## src/rtl/vled_demo.sv

```systemverilog
// vled_demo: LED burst blinker, BLINK_COUNT blinks of ON/OFF cycles followed by a dark pause
module vled_demo #(
    parameter int unsigned ON_CYCLES    = 8,
    parameter int unsigned OFF_CYCLES   = 8,
    parameter int unsigned BLINK_COUNT  = 3,
    parameter int unsigned PAUSE_CYCLES = 16
) (
    input  logic clk,
    input  logic rst_n,
    output logic led
);
    localparam int unsigned MAX_ON_OFF = ON_CYCLES > OFF_CYCLES ? ON_CYCLES : OFF_CYCLES;
    localparam int unsigned MAX_CYCLES = MAX_ON_OFF > PAUSE_CYCLES ? MAX_ON_OFF : PAUSE_CYCLES;
    localparam int unsigned TW = MAX_CYCLES > 1 ? $clog2(MAX_CYCLES) : 1;
    localparam int unsigned BW = BLINK_COUNT > 1 ? $clog2(BLINK_COUNT) : 1;
    localparam logic [TW-1:0] ON_LAST    = TW'(ON_CYCLES - 1);
    localparam logic [TW-1:0] OFF_LAST   = TW'(OFF_CYCLES - 1);
    localparam logic [TW-1:0] PAUSE_LAST = TW'(PAUSE_CYCLES - 1);
    localparam logic [BW-1:0] BURST_LAST = BW'(BLINK_COUNT - 1);

    typedef enum logic [1:0] {IDLE = 2'd0, ON = 2'd1, OFF = 2'd2, PAUSE = 2'd3} state_t;

    state_t        state_q, state_d;
    logic [TW-1:0] timer_q, timer_d;
    logic [BW-1:0] burst_q, burst_d;

    // state, phase timer and burst counter registers
    always_ff @(posedge clk or negedge rst_n) begin
        if (!rst_n) begin
            state_q <= IDLE;
            timer_q <= '0;
            burst_q <= '0;
        end else begin
            state_q <= state_d;
            timer_q <= timer_d;
            burst_q <= burst_d;
        end
    end

    // next-state logic: the timer counts within a phase and clears on every transition
    always_comb begin
        state_d = state_q;
        timer_d = timer_q + TW'(1);
        burst_d = burst_q;
        case (state_q)
            IDLE: begin
                state_d = ON;
                timer_d = '0;
            end
            ON: begin
                if (timer_q == ON_LAST) begin
                    state_d = OFF;
                    timer_d = '0;
                end
            end
            OFF: begin
                if (timer_q == OFF_LAST) begin
                    timer_d = '0;
                    if (burst_q == BURST_LAST) begin
                        state_d = PAUSE;
                        burst_d = '0;
                    end else begin
                        state_d = ON;
                        burst_d = burst_q + BW'(1);
                    end
                end
            end
            PAUSE: begin
                if (timer_q == PAUSE_LAST) begin
                    state_d = ON;
                    timer_d = '0;
                end
            end
            default: begin
                state_d = IDLE;
                timer_d = '0;
                burst_d = '0;
            end
        endcase
    end

    assign led = (state_q == ON);
endmodule

```

## config.mk

```make
export PLATFORM = sky130hd
export DESIGN_NAME = vled_demo
export DESIGN_NICKNAME = d
export VERILOG_FILES = /design/src/rtl/vled_demo.sv
export SDC_FILE = /design/constraint.sdc
export NUM_CORES = 1
export LEC_CHECK = 0
export ABC_AREA = 1
export BUFFER_PORTS_ARGS = -buffer_cell sky130_fd_sc_hd__clkbuf_2
export CORE_AREA = 2 2 39 41
export DETAILED_ROUTE_END_ITERATION = 16
export DIE_AREA = 0 0 41 43
export PLACE_DENSITY = 0.51
export SLEW_MARGIN = 20
export SYNTH_ARGS = -nofsm -noshare
export SYNTH_HDL_FRONTEND = slang
export SYNTH_SLANG_ARGS = --single-unit
```

## constraint.sdc

```tcl
create_clock -name clk -period 3 [get_ports clk]
set_clock_uncertainty 0.05 [all_clocks]
set_input_delay 0.45 -clock clk [delete_from_list [all_inputs] [get_ports clk]]
set_output_delay 0.45 -clock clk [all_outputs]
set_load 0.02 [all_outputs]
```

==> results.cfg <==
[timing]
final.period_utilization_pct = 53.8
setup_violations = 0
clock.fmax_ghz = 0.620
hold_ws_ns = 0.412
hold_viol_final = 0
setup_tns_ns = 0
rsz0062_at_grt = no
relSlewSlack_pct = 85.6
slew_viol_final = 0
tightest_slew_ns = 0.216
period_needed_ns = 1.61

[cts]
cts_tree = built
clkSinkCount = 8
htreeDepth = 1
cts_root_buffer = clkbuf_4
ctsLongestPathBuffers = 2
clk_pin_slew_worst_paths_ns = 0.06
cts_setup_buffers = 0
clock_latency_ns = 0.26
numCtsBuffers = 3

[detailed_routing]
firstDrtPassIters = 2
ant_nets = 0
wl_um = 701
drtIter0Drc = 2
drc = 0
wl_per_cell_um = 9.35
vias = 314
viasPerCell = 4.19

[global_route]
grtUsageTotal_pct = 11.4
grt_antenna_before_repair = 0
grt_start_max_net_pins = 9
overflow = 0
grt_pass1_wl_um = 1260
grt_pass1_vias = 299

[finish]
diodes = 0
final-seq-area_um2 = 200
postLayoutCellArea_um2 = 509
drive_gt1_share_pct = 13.6
syn2layout_area_growth_pct = 14.0
multi_input_area_um2 = 205
nets = 68
instances_no_fill = 75
fillCellCount = 147

[logic_synthesis]
synth_async_sr_flop_share_pct = 100
synthFlopType = dfrtp_1
synth_largest_area_cell = dfrtp_1
synth_top_area_share_pct = 44.8
yosysMostFrequentCell = inv_1
synth_cell_types = 14
synth_nets = 60
yosys_warnings = 0
synth_commonest_cells = inv_1, nand2_1, dfrtp_1
synthTopCellsByArea = dfrtp_1, ha_1, inv_1
postSynthCellCount = 53
synth_area_um2 = 447
ys_seq_area_share_pct = 44.8
synth-seq-cells = 8
syn_avg_cell_area_um2 = 8.43
synth_edf_count = 0

[place]
globalplace.congestion = 0.702
placed_area_um2 = 477
place_inst = 71
hpwl_um = 528
numPortBuffers = 2

[setup_path]
crit_start = state_q[1]
reg2regPathDepth = 9
r2r_start = state_q[1]
critPathArrivalTime_ns = 1.11
critPathCapture = led
criticalPathCategory = reg -> out
cp_max_fo = 4
setup.worst_path.start_class = register
reg2reg_to = state_q[1]
r2r_slack_ns = 1.76
crit_required_ns = 2.50
end_kind = output pin

[status]
status = complete, no violations

[power_and_ir_drop]
ir_worst_vdd_v = 0.000161
p_per_area_mw_per_mm2 = 386
p_leak_nw = 0.269

[floorplanning]
start_util_pct = 32.3
die_width_um = 41
core_area_mm2 = 0.00138
die_h_um = 43
ios = 3
row_count = 14
die-area_mm2 = 0.00176

[worst_hold_path]
hold_path_class = reg -> reg

[flow_run]
drv_cap = 0
==> placed cells by master, fill, tap and decap left out <==
cell type,netlist,layout
inv_1,11,11
nand2_1,10,10
dfrtp_1,8,8
nand3_1,5,5
ha_1,5,5
nor2_1,4,4
o21ai_0,3,3
clkbuf_4,0,3
clkbuf_2,0,2
xnor2_1,1,1
nand3_2,1,1
xor2_1,1,1
nand2_2,1,1
a21oi_1,1,1
nor2_2,1,1
o21ai_1,1,1
dlygate4sd3_1,0,1
==> state kept, by name, indices dropped and copies added (netlist names) <==
| name | count |
|---|---|
| state_q | 2 |
| burst_q | 2 |
| timer_q | 4 |
==> cell families after synthesis <==
kind of cell,synth area share (%)
AND/OR/NAND/NOR,22.4
AO/OA/AOI/OAI,5.60
flip-flops,44.8
adder cells (fa/ha/maj),14.0
buffers and inverters,9.24
XOR/XNOR,3.92
==> metal layers <==
layer	global-route usage, %	routed length (um)
met1	16.1	366
met2	13.4	285
met3	9.42	49
met4	2.00	0
met5	0	0
==> final cells by class <==
class | instances | share of cell area, %
multi-input cells | 34 | 40.3
inverters | 11 | 8.11
flip-flops and latches | 8 | 39.3
well taps | 16 | 3.93
repair buffers | 3 | 3.93
clock buffers | 3 | 4.42
==> worst min-delay path by stage <==
stage | startpoint | end | slack (ns) | depth (start not counted)
final | timer_q[0] | timer_q[0] | 0.41 | 1
after global routing | timer_q[0] | timer_q[0] | 0.44 | 1
after floorplan | rst_n | burst_q[0] | 0.10 | 0
after CTS | timer_q[0] | timer_q[0] | 0.42 | 1
after detailed placement | rst_n | timer_q[3] | 0.26 | 1
after global placement | rst_n | timer_q[0] | 0.26 | 1
==> repair_timing <==
action,in CTS,in global routing
hold buffers,1,0
gates resized for setup,0,0
endpoints found under the hold margin,8,0
==> metrics by stage <==
stage	total power [mW]	setup slack, ns	utilization [%]
CTS	0.202	1.37	36.8
global placement	0.113	1.69	34.4
detailed placement	0.113	1.66	34.4
finish	0.196	1.39	36.8
floorplan	0.110	1.70	-
global route	0.210	1.30	36.8
==> power breakdown <==
group / switching (mW) / leakage [nW] / internal [mW]
registers: 0 / 0.102 / 0.108
logic: 0.00229 / 0.153 / 0.00131
clock network: 0.0390 / 0.0138 / 0.0459
==> worst max-delay path, cell delays in order, from the launching register on <==
cell and delay [ns]:
dfrtp_1 0.40, inv_1 0.09, ha_1 0.19, clkbuf_2 0.18
No activity file was read; power rests on OpenSTA's default activity.
